**config.mk**
```make
export PLATFORM = sky130hd
export DESIGN_NAME = mem_arbiter_flat
export DESIGN_NICKNAME = d
export VERILOG_FILES = /design/src/rtl/mem_arb_pkg.sv /design/src/rtl/mem_arbiter_if.sv /design/src/rtl/mem_arb_next.sv /design/src/rtl/mem_arbiter.sv /design/src/flat_wrapper.sv
export SDC_FILE = /design/constraint.sdc
export NUM_CORES = 1
export LEC_CHECK = 0
export ABC_AREA = 1
export CAP_MARGIN = 20
export CORE_UTILIZATION = 25
export CTS_CLUSTER_SIZE = 12
export DETAILED_ROUTE_END_ITERATION = 10
export HOLD_SLACK_MARGIN = 0.1
export PLACE_DENSITY_LB_ADDON = 0.2
export REMOVE_ABC_BUFFERS = 1
export SLEW_MARGIN = 40
export SYNTH_ARGS = -nofsm -noshare
export SYNTH_HDL_FRONTEND = slang
export SYNTH_SLANG_ARGS = --single-unit
```
**constraint.sdc**
```tcl
create_clock -name clk -period 1.1 [get_ports clk]
set_clock_uncertainty 0.15 [all_clocks]
set_input_delay 0.165 -clock clk [delete_from_list [all_inputs] [get_ports clk]]
set_output_delay 0.165 -clock clk [all_outputs]
set_load 0.05 [all_outputs]
```
**src/rtl/mem_arb_pkg.sv**
```systemverilog
// Shared definitions for the two-port memory arbiter: owner encoding,
// default bus widths and small helpers used by the arbiter and its
// next-state logic.
`timescale 1ns/1ps
package mem_arb_pkg;

  localparam int AW_DEF = 4;
  localparam int DW_DEF = 8;

  typedef enum logic [1:0] {
    OWN_NONE = 2'd0,
    OWN_P0   = 2'd1,
    OWN_P1   = 2'd2
  } owner_t;

  // Burst counter width; a MAX_BURST of 1 still needs a 1-bit counter.
  function automatic int bcnt_width(input int max_burst);
    return (max_burst > 1) ? $clog2(max_burst) : 1;
  endfunction

  // One-hot {p1,p0} grant for an owner value.
  function automatic logic [1:0] owner_grant(input owner_t o);
    case (o)
      OWN_P0:  return 2'b01;
      OWN_P1:  return 2'b10;
      default: return 2'b00;
    endcase
  endfunction

endpackage

```
**src/rtl/mem_arbiter_if.sv**
```systemverilog
// Bus bundle between the two requesting masters, the arbiter and the
// system memory. The arbiter sits on the slave modport; the masters and
// the memory model together form the master side.
`timescale 1ns/1ps
interface mem_arbiter_if #(
  parameter int AW = 4,
  parameter int DW = 8
);

  logic          req0;
  logic          we0;
  logic [AW-1:0] addr0;
  logic [DW-1:0] wdata0;
  logic          ack0;
  logic [DW-1:0] rdata0;

  logic          req1;
  logic          we1;
  logic [AW-1:0] addr1;
  logic [DW-1:0] wdata1;
  logic          ack1;
  logic [DW-1:0] rdata1;

  logic [1:0]    grant;
  logic          read;
  logic          write;
  logic [AW-1:0] address;
  logic [DW-1:0] memoryIn;
  logic [DW-1:0] memoryOut;

  modport slave (
    input  req0, we0, addr0, wdata0,
    input  req1, we1, addr1, wdata1,
    input  memoryOut,
    output ack0, rdata0, ack1, rdata1,
    output grant, read, write, address, memoryIn
  );

  modport master (
    output req0, we0, addr0, wdata0,
    output req1, we1, addr1, wdata1,
    output memoryOut,
    input  ack0, rdata0, ack1, rdata1,
    input  grant, read, write, address, memoryIn
  );

endinterface

```
**src/rtl/mem_arb_next.sv**
```systemverilog
// Combinational next-owner, burst-count and last-served logic for the
// round-robin arbiter with a bounded burst lock.
`timescale 1ns/1ps
module mem_arb_next
  import mem_arb_pkg::*;
#(
  parameter int MAX_BURST = 4,
  parameter int BW        = bcnt_width(MAX_BURST)
) (
  input  owner_t        owner,
  input  logic          last,
  input  logic [BW-1:0] bcnt,
  input  logic          req0,
  input  logic          req1,
  output owner_t        owner_nx,
  output logic          last_nx,
  output logic [BW-1:0] bcnt_nx
);

  localparam logic [BW-1:0] BCNT_MAX = BW'(MAX_BURST - 1);

  logic [BW-1:0] bcnt_inc;

  assign bcnt_inc = (bcnt == BCNT_MAX) ? bcnt : bcnt + 1'b1;

  // Decide who owns the memory next cycle and how long it has held it.
  always_comb begin
    owner_nx = owner;
    last_nx  = last;
    bcnt_nx  = bcnt;

    // The port that completed an access this cycle becomes "last served";
    // the tie-break below must see this cycle's access, not the stale one.
    if ((owner == OWN_P0) && req0) begin
      last_nx = 1'b0;
    end else if ((owner == OWN_P1) && req1) begin
      last_nx = 1'b1;
    end

    case ({req1, req0})
      2'b00: begin
        owner_nx = OWN_NONE;
        bcnt_nx  = '0;
      end
      2'b01: begin
        owner_nx = OWN_P0;
        bcnt_nx  = (owner == OWN_P0) ? bcnt_inc : '0;
      end
      2'b10: begin
        owner_nx = OWN_P1;
        bcnt_nx  = (owner == OWN_P1) ? bcnt_inc : '0;
      end
      default: begin
        if ((owner != OWN_NONE) && (bcnt != BCNT_MAX)) begin
          bcnt_nx = bcnt + 1'b1;
        end else begin
          owner_nx = last_nx ? OWN_P0 : OWN_P1;
          bcnt_nx  = '0;
        end
      end
    endcase
  end

endmodule

```
**src/rtl/mem_arbiter.sv**
```systemverilog
// Two-port arbiter sharing one synchronous-write / combinational-read
// memory between the CPU (port 0) and a second master (port 1).
// Ownership is registered; the memory strobes and acks are decoded
// combinationally from the owner so an abandoned request never strobes
// and an asynchronous clear drops the strobes at once.
`timescale 1ns/1ps
module mem_arbiter
  import mem_arb_pkg::*;
#(
  parameter int AW        = AW_DEF,
  parameter int DW        = DW_DEF,
  parameter int MAX_BURST = 4
) (
  input  logic          clk,
  input  logic          clr,
  mem_arbiter_if.slave  bus
);

  localparam int BW = bcnt_width(MAX_BURST);

  owner_t        owner;
  owner_t        owner_nx;
  logic          last;
  logic          last_nx;
  logic [BW-1:0] bcnt;
  logic [BW-1:0] bcnt_nx;
  logic          acc0;
  logic          acc1;

  mem_arb_next #(
    .MAX_BURST (MAX_BURST),
    .BW        (BW)
  ) u_next (
    .owner    (owner),
    .last     (last),
    .bcnt     (bcnt),
    .req0     (bus.req0),
    .req1     (bus.req1),
    .owner_nx (owner_nx),
    .last_nx  (last_nx),
    .bcnt_nx  (bcnt_nx)
  );

  // Arbitration state; last resets to port 1 so port 0 wins the first tie.
  always_ff @(posedge clk or posedge clr) begin
    if (clr) begin
      owner <= OWN_NONE;
      last  <= 1'b1;
      bcnt  <= '0;
    end else begin
      owner <= owner_nx;
      last  <= last_nx;
      bcnt  <= bcnt_nx;
    end
  end

  // Route the owning port to the memory when it is still requesting.
  always_comb begin
    acc0         = (owner == OWN_P0) && bus.req0;
    acc1         = (owner == OWN_P1) && bus.req1;
    bus.grant    = owner_grant(owner);
    bus.read     = 1'b0;
    bus.write    = 1'b0;
    bus.address  = '0;
    bus.memoryIn = '0;
    bus.ack0     = 1'b0;
    bus.ack1     = 1'b0;
    bus.rdata0   = '0;
    bus.rdata1   = '0;
    if (acc0) begin
      bus.read     = ~bus.we0;
      bus.write    = bus.we0;
      bus.address  = bus.addr0;
      bus.memoryIn = bus.wdata0;
      bus.ack0     = 1'b1;
      bus.rdata0   = bus.memoryOut;
    end else if (acc1) begin
      bus.read     = ~bus.we1;
      bus.write    = bus.we1;
      bus.address  = bus.addr1;
      bus.memoryIn = bus.wdata1;
      bus.ack1     = 1'b1;
      bus.rdata1   = bus.memoryOut;
    end
  end

endmodule

```
**src/flat_wrapper.sv**
```systemverilog
// flat-port wrapper written by rule: the top's interface ports become plain ports
module mem_arbiter_flat import mem_arb_pkg::*;
#(
  parameter int AW        = AW_DEF,
  parameter int DW        = DW_DEF,
  parameter int MAX_BURST = 4
)
  (clk, clr, bus_req0, bus_we0, bus_addr0, bus_wdata0, bus_req1, bus_we1, bus_addr1, bus_wdata1, bus_memoryOut, bus_ack0, bus_rdata0, bus_ack1, bus_rdata1, bus_grant, bus_read, bus_write, bus_address, bus_memoryIn);
  mem_arbiter_if #(.AW(AW), .DW(DW)) bus_i ();
  input  logic clk;
  input  logic clr;
  input wire logic [$bits(bus_i.req0)-1:0] bus_req0;
  input wire logic [$bits(bus_i.we0)-1:0] bus_we0;
  input wire logic [$bits(bus_i.addr0)-1:0] bus_addr0;
  input wire logic [$bits(bus_i.wdata0)-1:0] bus_wdata0;
  input wire logic [$bits(bus_i.req1)-1:0] bus_req1;
  input wire logic [$bits(bus_i.we1)-1:0] bus_we1;
  input wire logic [$bits(bus_i.addr1)-1:0] bus_addr1;
  input wire logic [$bits(bus_i.wdata1)-1:0] bus_wdata1;
  input wire logic [$bits(bus_i.memoryOut)-1:0] bus_memoryOut;
  output wire logic [$bits(bus_i.ack0)-1:0] bus_ack0;
  output wire logic [$bits(bus_i.rdata0)-1:0] bus_rdata0;
  output wire logic [$bits(bus_i.ack1)-1:0] bus_ack1;
  output wire logic [$bits(bus_i.rdata1)-1:0] bus_rdata1;
  output wire logic [$bits(bus_i.grant)-1:0] bus_grant;
  output wire logic [$bits(bus_i.read)-1:0] bus_read;
  output wire logic [$bits(bus_i.write)-1:0] bus_write;
  output wire logic [$bits(bus_i.address)-1:0] bus_address;
  output wire logic [$bits(bus_i.memoryIn)-1:0] bus_memoryIn;
  assign bus_i.req0 = bus_req0;
  assign bus_i.we0 = bus_we0;
  assign bus_i.addr0 = bus_addr0;
  assign bus_i.wdata0 = bus_wdata0;
  assign bus_i.req1 = bus_req1;
  assign bus_i.we1 = bus_we1;
  assign bus_i.addr1 = bus_addr1;
  assign bus_i.wdata1 = bus_wdata1;
  assign bus_i.memoryOut = bus_memoryOut;
  assign bus_ack0 = bus_i.ack0;
  assign bus_rdata0 = bus_i.rdata0;
  assign bus_ack1 = bus_i.ack1;
  assign bus_rdata1 = bus_i.rdata1;
  assign bus_grant = bus_i.grant;
  assign bus_read = bus_i.read;
  assign bus_write = bus_i.write;
  assign bus_address = bus_i.address;
  assign bus_memoryIn = bus_i.memoryIn;
  mem_arbiter #(.AW(AW), .DW(DW), .MAX_BURST(MAX_BURST)) u_core (.clk(clk), .clr(clr), .bus(bus_i));
endmodule
```
==> results of run 1 <==
-- cell type report --
type / count / area, µm² / area share
multi-input cells: 86 / 594 / 0.280
clock buffers: 4 / 26.3 / 0.0124
repair buffers: 89 / 1230 / 0.581
inverters: 22 / 103 / 0.0483
flip-flops and latches: 5 / 128 / 0.0601
well taps: 30 / 37.5 / 0.0177
-- state kept, by name, indices dropped and copies added, names as in the netlist --
name          cells
u_core.last       1
u_core.bcnt       2
u_core.owner      2
-- where the power goes --
| part | switching, mW | total, mW | internal [mW] |
|---|---|---|---|
| sequential | 0.0387 | 0.284 | 0.246 |
| clock | 0.0673 | 0.204 | 0.137 |
| combinational | 1.05 | 1.98 | 0.927 |
| total | 1.15 | 2.46 | 1.31 |
-- worst max-delay path: stages, from the launching register on --
cell and delay, ns:
dfrtp_1 0.36, inv_2 0.08, nor2_4 0.15, nand2_4 0.10
buf_12 0.17, nor2_4 0.11, buf_12 0.14
-- worst max-delay path by stage --
stage,slack (ns),to,cells after the start
4_1_cts,-0.55,bus_rdata0[6],6
5_1_grt,-0.63,bus_memoryIn[1],7
3_3_place_gp,-0.56,bus_memoryIn[5],6
6_report,-0.58,bus_rdata0[6],6
3_5_place_dp,-0.59,bus_memoryIn[4],6
2_1_floorplan,-1.03,bus_read,3
-- placed cells by master (no fill, tap or decap), drive strengths merged --
cell type	count
o22ai	1
dfrtp	4
buf	51
nor2	21
o21ai	1
ha	3
inv	22
dlygate4sd2	2
nand3	10
dlygate4sd3	1
clkdlybuf4s50	35
clkbuf	4
nand2	48
dfstp	1
a21oi	2
-- per-layer routing --
metal | GRT usage | vias to the layer above | wire length, µm
met5 | 0 | - | 0
met4 | 0.118 | 0 | 63
met3 | 0.0575 | 6 | 339
met2 | 0.425 | 51 | 1820
met1 | 0.240 | 496 | 1150
li1 | - | 523 | -
-- logic make-up after synthesis --
logic type | Yosys count | share of synthesized area
AOI/OAI and AO/OA | 4 | 0.0380
buffers and inverters | 26 | 0.194
and+or+nand+nor | 79 | 0.519
DFF | 5 | 0.192
adders and majority gates | 3 | 0.0570
-- through the flow --
step / utilization / instance area, µm² / setup TNS [ns]
finish: 0.857 / 2120 / -19.76
global route: 0.857 / 2120 / -21.65
CTS: 0.840 / 2080 / -18.66
detailed placement: 0.726 / 1800 / -19.47
global placement: 0.726 / 1800 / -18.50
floorplan: - / 613 / -28.94
-- timing repair --
item | CTS | global route
endpoints found under the hold margin | 4 | 0
buffers inserted | 4 | 1
cloned | 0 | 0
pin swaps | 4 | 1
gates resized for setup | 66 | 10
endpoints found under the setup margin | 39 | 40
hold buffers | 1 | 0
==> impl_results.md, run 1 <==
- Netlist cell types: 18
- Vias in the first global route: 984
- CTS clk-pin slew, worst paths: approximately 0.04 ns
- CP Max Fanout: 9
- VDD IR-drop max: between 0.001 and 0.0015 V
- Slew HR: 0.818
- Dpl cells: about 230
- GRT Util Overall: 0.233
- Setup Viol. Count Final: 39
- Min Clock Period, post-route: around 1.7 ns
- Worst Hold Endpoint: u_core.owner[0]
- Cell Pwr Density: between 1000 and 1500 nW/µm²
- Min-Delay Startpoint: bus_req0
- Data required, critical path: between 0.7 and 0.8 ns
- Critical path arrival: about 1.4 ns
- CP Capture Type: output pin
- Die W: about 53 µm
- Final WS setup: -0.582 ns
- FF+latch count, synth: 5
- CTS tree: done
- Area Overhead vs Synth: 222%
- Worst-margin pin slew: 0.272 ns
- Top cells by area, synth: nand2_1, dfrtp_1, inv_1
- Setup slack, reg-to-reg: -0.33 ns
- CP Class: register to output pin
- Top-count cell post-synth: nand2_1
- Clock latency on the worst-skew pair: 0.24 ns
- Layout cells sized above 1: 0.485
- First-pass detailed-route iteration total: 4
- Pre-CTS WS: -0.588 ns
- Status: complete, but fails checks
- H-tree levels: 1
- Register area share after synthesis: 0.192
- Min-delay worst type: input port to register
- Antenna Cells: 0
- Gate Count Post-Synth: approximately 120
- Grt ovf: 0
- Die H: between 50 and 60 µm
- IO buf count: 71
- Min Hold Slack: around 0.38 ns
- F_max: about 590 MHz
- DRC: 0
- Root cell of the clock tree: clkbuf_4
- Fill count: 125
- Std cell rows: 18
- Cts bufs inserted: 3
- Leakage: just under 1 nW
- 1st-iter DRT viols: 17
- Drt total wl: ~3400 µm
- EDFF count, synth: 0
- Final hold violation count: 0
- FF-to-FF path depth: 8
- Synth area leader: nand2_1
- Routed vias/inst: about 4.6
- Final Non-Filler Cells: ~240
- Avg Synthesized Cell Area: 5.63 µm²
- Post-DP HPWL: approximately 2300 µm
- Initial antenna violation count: 0
- Top FF cell, synth: dfrtp_1
- Initial core utilization: 0.266
- Nets: roughly 250
- Top cells by count, synth: nand2_1, inv_1, nor2_1, nand3_1
- Mapped Area: around 660 µm²
- Reg2reg start: u_core.owner[0]
- Post-route total power: between 2 and 2.5 mW
- Async S/R FF share, synth: 1.00
- Routed len/inst: ~14 µm
- First-pass GRT wire length: 4680 µm
- Violations in the final reports: negative setup slack
- Setup crit start kind: register
- Critical Path Start: u_core.owner[0]
- Post-route ant nets: 0
- Max clock buf depth: 2
- GP Congestion: around 0.84
- Largest net degree at the start of global routing: 15
- Core area: ~2500 µm²
- # clock sinks: 5
- Max Slew Vio Count: 0
- RR Endpoint: u_core.owner[1]
- Total die area: between 2000 and 3000 µm²
- Ports: between 70 and 80
- YS warnings: 0
- DR vias: around 1.1k
- RSZ-0062 raised after global routing: true
- MaxCap Viol Count: 0
- Final Cycle Share: 1.53
- Post-synth top area share: 0.257
- Worst hold stages: 4
Note: power is estimated with default switching activity, not from simulation.
==> inputs of run 2 (changes only) <==
--- a/config.mk
+++ b/config.mk
@@ -5,9 +5,9 @@
 export SDC_FILE = /design/constraint.sdc
 export NUM_CORES = 1
 export LEC_CHECK = 0
-export ABC_AREA = 1
+export ABC_AREA = 0
 export CAP_MARGIN = 20
-export CORE_UTILIZATION = 25
+export CORE_UTILIZATION = 23
 export CTS_CLUSTER_SIZE = 12
 export DETAILED_ROUTE_END_ITERATION = 10
 export HOLD_SLACK_MARGIN = 0.1
==> run 2 against run 1 <==
Compared with the run above: the run still ends with negative setup slack left; utilization is 3.1 points higher; die area is 4.4% lower; global-route usage is 3.1 points higher; first-iteration DRC count is 35% lower; non-clock buffer count is 1 lower; sequential cell count stayed put; clock power is 19% higher.
==> impl_results.md, run 2 <==
- Status: complete, but fails checks
- Violations in the final reports: negative setup slack
- Die W: 52.1 µm
- Gate Count Post-Synth: 70
- YS warnings: 0
- Mapped Area: about 580 µm²
- Total die area: roughly 2700 µm²
- Top cells by count, synth: and2_1, a22o_1, inv_1, dfrtp_1, nor2_1
- FF+latch count, synth: 5
- # clock sinks: 5
- Antenna Cells: 0
- Min-delay worst type: register to register
- Final Cycle Share: 1.68
- Synth area leader: a22o_1
- CP Max Fanout: 11
- Worst-margin pin slew: roughly 0.24 ns
- Commonest non-fill, non-tap cell in the layout: clkdlybuf4s50_1
- Drt total wl: between 4000 and 5000 µm
- Min Clock Period, post-route: between 1.5 and 2 ns
- Nets: about 200
- Min Hold Slack: around 0.50 ns
- EDFF count, synth: 0
- Area of the multi-input gates: about 590 µm²
- Max clock buf depth: 2
- Initial antenna violation count: 0
- VDD IR-drop max: 0.000739 V
- CP Capture Type: output pin
- Largest net degree at the start of global routing: 24
- CTS clk-pin slew, worst paths: approximately 0.050 ns
- Root cell of the clock tree: clkbuf_4
- CP Class: register to output pin
- First-pass detailed-route iteration total: 4
- Slew HR: 0.841
- Setup crit start kind: register
- Clock latency on the worst-skew pair: roughly 0.27 ns
- Finished Cell Area: between 2000 and 2500 µm²
- Final hold violation count: 0
- Initial core utilization: 0.252
- DR vias: 950
- Grt ovf: 0
- DRC: 0
- Max Slew Vio Count: 0
- Post-synth top area share: 0.197
- Routed vias/inst: between 5 and 6
- First-pass GRT wire length: about 5000 µm
- Final WS setup: -0.749 ns
- Worst path slowest cell: dfrtp_1
- CP Cell Sequence: nand3b_1, inv_2, clkbuf_16, a22o_4, buf_12
- Core area: about 2300 µm²
- RSZ-0062 raised after global routing: true
- Worst path max stage delay: approximately 0.43 ns
- Ports: slightly above 70
- Setup Viol. Count Final: 39
- Biggest regs: u_core.bcnt: 2 flops, u_core.owner: 2 flops, u_core.last: 1 flops
- Die H: around 52 µm
- Vias in the first global route: roughly 940
- Layout cells sized above 1: 0.560
- Top FF cell, synth: dfrtp_1
- Sequential cell area: around 130 µm²
- Pre-CTS WS: -0.593 ns
- Avg Synthesized Cell Area: about 8.3 µm²
- Cell Pwr Density: roughly 800 nW/µm²
- Register area share after synthesis: 0.219
- Routed len/inst: 21.8 µm
- 1st-iter DRT viols: 11
- Top-count cell post-synth: and2_1
- Post-DP HPWL: approximately 2600 µm
- Top cells by area, synth: a22o_1, and2_1, dfrtp_1
- Async S/R FF share, synth: 1.00
- Placed instance area: 1740 µm²
- FF-to-FF path depth: 4
- Netlist cell types: 24
- GRT Util Overall: 0.263
- CTS tree: done
- F_max: between 500 and 600 MHz
- Most frequent cells in the layout: clkdlybuf4s50_1, buf_12, buf_4, and2_4, a22o_4
- Area Overhead vs Synth: 253%
- GP Congestion: between 0.7 and 0.8
- Worst hold stages: 2
- Cts bufs inserted: 3
- H-tree levels: 1
- Post-route total power: approximately 1.7 mW
- Data required, critical path: a little under 0.8 ns
- Leakage: 0.895 nW
- MaxCap Viol Count: 0
- IO buf count: 71
- Std cell rows: 17
- Critical path arrival: 1.53 ns
- Post-route ant nets: 0
- Fill count: just over 100
- Utilization after layout: 0.887
[run 2: power breakdown]
part           leakage [nW]  internal (mW)  switching (mW)
Combinational         0.819          0.606           0.566
Clock                0.0150          0.139           0.104
Sequential           0.0616          0.217          0.0290
Total                 0.895          0.962           0.699
[run 2: path summary, 6_finish.rpt]
| path | from | to | slack, ns |
|---|---|---|---|
| setup / recovery | u_core.owner[0] | bus_memoryIn[3] | -0.75 |
| hold / removal | u_core.bcnt[0] | u_core.bcnt[0] | 0.50 |
| setup reg to reg | u_core.owner[0] | u_core.bcnt[1] | -0.43 |
| hold reg to reg | u_core.bcnt[0] | u_core.bcnt[0] | 0.50 |
| max in group asynchronous | clr | u_core.last | 0.05 |
| min in group asynchronous | clr | u_core.owner[1] | 0.51 |
[run 2: kinds of logic after synthesis]
kind of cell | Yosys count | share of synthesized area
AOI/OAI and AO/OA | 21 | 0.305
adders and majority gates | 3 | 0.0649
DFF | 5 | 0.219
and+or+nand+nor | 28 | 0.279
buffers and inverters | 12 | 0.113
muxes | 1 | 0.0195
[run 2: area by class of cell]
class,count,share of cell area
flip-flops and latches,5,0.0620
clock buffers,4,0.0129
multi-input cells,53,0.289
inverters,8,0.0184
repair inverters,1,0.00430
well taps,28,0.0172
repair buffers,88,0.596
[run 2: worst max-delay path, delay by kind of cell, from the launching register on]
kind	cells	cell delay, ns
flip-flops	1	0.43
buffers and inverters	3	0.42
AND/OR/NAND/NOR	1	0.17
AO/OA/AOI/OAI	1	0.24
[run 2: repair_timing]
action,in CTS,in global routing
endpoints found under the hold margin,4,0
endpoints found under the setup margin,39,39
hold buffers,1,0
cloned,1,1
pin swaps,7,3
resized for setup,23,17
setup buffers,1,2
[run 2: metrics by stage]
| step | cells | TNS [ns] |
|---|---|---|
| after global placement | 178 | -18.36 |
| after detailed placement | 178 | -19.92 |
| final | 187 | -24.69 |
| after global routing | 187 | -25.40 |
| after floorplan | 66 | -31.87 |
| after CTS | 185 | -22.83 |
[run 2: layer usage]
metal,track usage,routed length [µm],up-vias
met3,0.0526,165,19
met4,0.0833,226,0
met1,0.258,1360,453
li1,-,-,433
met5,0,0,-
met2,0.534,2330,45
==> inputs of run 3 (changes only) <==
--- a/config.mk
+++ b/config.mk
@@ -6,7 +6,7 @@
 export NUM_CORES = 1
 export LEC_CHECK = 0
 export ABC_AREA = 0
-export CAP_MARGIN = 20
+export CAP_MARGIN = 0
 export CORE_UTILIZATION = 23
 export CTS_CLUSTER_SIZE = 12
 export DETAILED_ROUTE_END_ITERATION = 10
==> results of run 3 <==
The final DEF is identical to that of run 2; final timing and power are the same.
==> edit 1 (settings of run 3) <==
`MAX_BURST` is set to 4 in 3 places; all go to 8.
--- a/src/rtl/mem_arb_next.sv
+++ b/src/rtl/mem_arb_next.sv
@@ -4,7 +4,7 @@
 module mem_arb_next
   import mem_arb_pkg::*;
 #(
-  parameter int MAX_BURST = 4,
+  parameter int MAX_BURST = 8,
   parameter int BW        = bcnt_width(MAX_BURST)
 ) (
   input  owner_t        owner,
--- a/src/rtl/mem_arbiter.sv
+++ b/src/rtl/mem_arbiter.sv
@@ -9,7 +9,7 @@
 #(
   parameter int AW        = AW_DEF,
   parameter int DW        = DW_DEF,
-  parameter int MAX_BURST = 4
+  parameter int MAX_BURST = 8
 ) (
   input  logic          clk,
   input  logic          clr,
--- a/src/flat_wrapper.sv
+++ b/src/flat_wrapper.sv
@@ -3,7 +3,7 @@
 #(
   parameter int AW        = AW_DEF,
   parameter int DW        = DW_DEF,
-  parameter int MAX_BURST = 4
+  parameter int MAX_BURST = 8
 )
   (clk, clr, bus_req0, bus_we0, bus_addr0, bus_wdata0, bus_req1, bus_we1, bus_addr1, bus_wdata1, bus_memoryOut, bus_ack0, bus_rdata0, bus_ack1, bus_rdata1, bus_grant, bus_read, bus_write, bus_address, bus_memoryIn);
   mem_arbiter_if #(.AW(AW), .DW(DW)) bus_i ();
Formal check against the unedited RTL: not equivalent (Yosys sat finds a counterexample within 10 cycles, from zero or initial values).
==> edit 1 against run 3 <==
The flow finishes with violations (DRC, hold timing, setup timing); largest cell class unchanged; sequential cell count grew 1; non-clock buffer count rose by 6; global-route usage down 6.1 points; worst setup slack better by 0.053 ns; final area up 6.0%; wire length shrank 13%; critical endpoint is now bus_memoryIn[1]; sequential share of layout area grew 0.81 points; combinational power is 7% lower; area after synthesis increased by 22%; power shrank 3.1%.
==> edit 1: results (changes against run 3) <==
first-pass GRT wire length=4990 um (+0.69%); yosys warns=0 (unchanged); Post-synth ARST share=100% (unchanged); gpl congestion=0.771 (+0.61%); worst path arrival time=1.48 ns (-0.05 ns); CP peak stage delay=0.40 ns (-0.03 ns); clk slew on worst S/H paths=0.05 ns (about the same); setup_tns=-24.03 ns (+0.655 ns); largest net degree at the start of global routing=24 (unchanged); top cells by area, synth=dfrtp_1 18%, a22o_1 16%, and2_1 15%, buf_6 6.4%, ha_1 5.3%; most frequent cells after synthesis=17 x and2_1, 13 x a22o_1, 5 x dfrtp_1, 5 x inv_1, 5 x nor2_1; Regs by FF count=u_core.bcnt x3, u_core.owner x2, u_core.last x1; antenna violations before repair=0 (unchanged); worst hold path type=in -> async; flop2flop setup slack=-0.48 ns (-0.05 ns); number of detailed-route iterations in the first pass=7 (+3); Antenna diodes=0 (unchanged); CTS Root Cell=clkbuf_4; fin nets=214 (+6.5%); top_reg_cell synth=dfrtp_1; Num CTS Buffers=3 (unchanged); layout cells sized above 1=53.5% (-2.5 points); DP Worst Slack=-0.651 ns (-0.0584 ns); Yosys cell types=26 (+8.3%); Critical Path Fanout Max=23 (+12); Skew-Pair Late Insertion Delay=between 0.2 and 0.3 ns; FILL cells=190 (+84%); gr usage total=20.3% (-6.1 points); routed wire length=3560 um (-13%); Max clock buf depth=2 (unchanged); hold_ws=-0.00715 ns (-0.511 ns); number of DRC violations after detailed-routing iteration 0=29 (+18); status=complete, but fails checks; Fin. Hold Viols=5 (+5); Pleak=0.923 nW (+3.0%); Setup crit start=u_core.owner[1]; htree depth=1 (unchanged); worst slew pin tran=0.230 ns (-0.00742 ns); Reg-to-Reg Start=u_core.bcnt[0]; CP max-delay cell=dfrtp_1; drt drc=10 (+10); VDD IR max=632 uV (-14%); cells on worst reg2reg path=4 (unchanged); Vias=1,003 (+5.6%); Detailed Place HPWL=2480 um (-4.5%); failing checks=DRC, hold timing, setup timing; sequential share of the synthesized area=21.5% (-0.33 points); port buffer count=71 (unchanged); fin worst setup slack=-0.695 ns (+0.0533 ns); setup violators final=40 (+2.6%); cell family with most CP delay=flip-flops
## edit 1: cell types whose count changed after synthesis, sizes merged, moves of 2 or more
| cell | before | now |
|---|---|---|
| o22ai | 3 | 0 |
| inv | 8 | 6 |
| nor3 | 0 | 2 |
| and3b | 0 | 2 |
| a31oi | 0 | 3 |
| buf | 4 | 10 |
## edit 1: cell type report
class / count / share of cell area (%)
Timing Repair Buffer: 94 / 60.5
Multi-Input combinational cell: 62 / 28.4
Sequential cell: 6 / 7.01
Tap cell: 31 / 1.80
Clock buffer: 4 / 1.22
Inverter: 6 / 1.04
## edit 1: path summary, 6_finish.rpt
check,end
worst max register to register,u_core.owner[0]
worst min-delay path,u_core.bcnt[2]
max in group asynchronous,u_core.last
worst min register to register,u_core.last
min in group clk,u_core.last
worst max-delay path,bus_memoryIn[1]
## edit 1: power breakdown
part	total (mW)	internal, mW	switching, mW
sequential	0.284	0.252	0.0316
combinational	1.09	0.591	0.500
clock	0.233	0.138	0.0947
## edit 1: repair_timing
item,in CTS,in global routing
endpoints found under the hold margin,5,5
setup endpoints to repair,40,40
cloned,0,2
setup buffers,3,4
pin swaps,13,12
resized for setup,33,13
## edit 1: logic make-up (layout without fill, tap and decap cells)
| logic type | Yosys count | after routing | share of synthesized area (%) |
|---|---|---|---|
| multiplexers | 3 | 3 | 4.63 |
| AND/OR/NAND/NOR | 34 | 34 | 27.9 |
| flip-flops | 6 | 6 | 21.5 |
| XOR/XNOR | 1 | 1 | 1.25 |
| buffers and inverters | 16 | 104 | 14.6 |
| AO/OA/AOI/OAI | 21 | 21 | 24.7 |
| adder cells (fa/ha/maj) | 3 | 3 | 5.34 |
## edit 1: metrics by stage
step           std cells  cell area (sq um)  utilization (%)  hold WS, ns  total power, mW
2_1_floorplan         74                623                -       -0.195            0.657
3_3_place_gp         191               1850             65.4        0.242             1.19
3_5_place_dp         191               1850             65.4        0.259             1.21
4_1_cts              198               2030             71.9     -0.00228             1.53
5_1_grt              203               2160             76.3       0.0165             1.68
6_report             203               2160             76.3     -0.00715             1.61
## edit 1: routing by layer
| layer | wire length, um | global-route usage (%) | vias up | share of wire (%) |
|---|---|---|---|---|
| met5 | 0 | 0 | - | 0 |
| met4 | 78 | 8.36 | 0 | 2.2 |
| met3 | 241 | 2.27 | 9 | 6.8 |
| met2 | 1840 | 35.1 | 49 | 52 |
| met1 | 1400 | 25.5 | 475 | 39 |
| li1 | - | - | 470 | - |
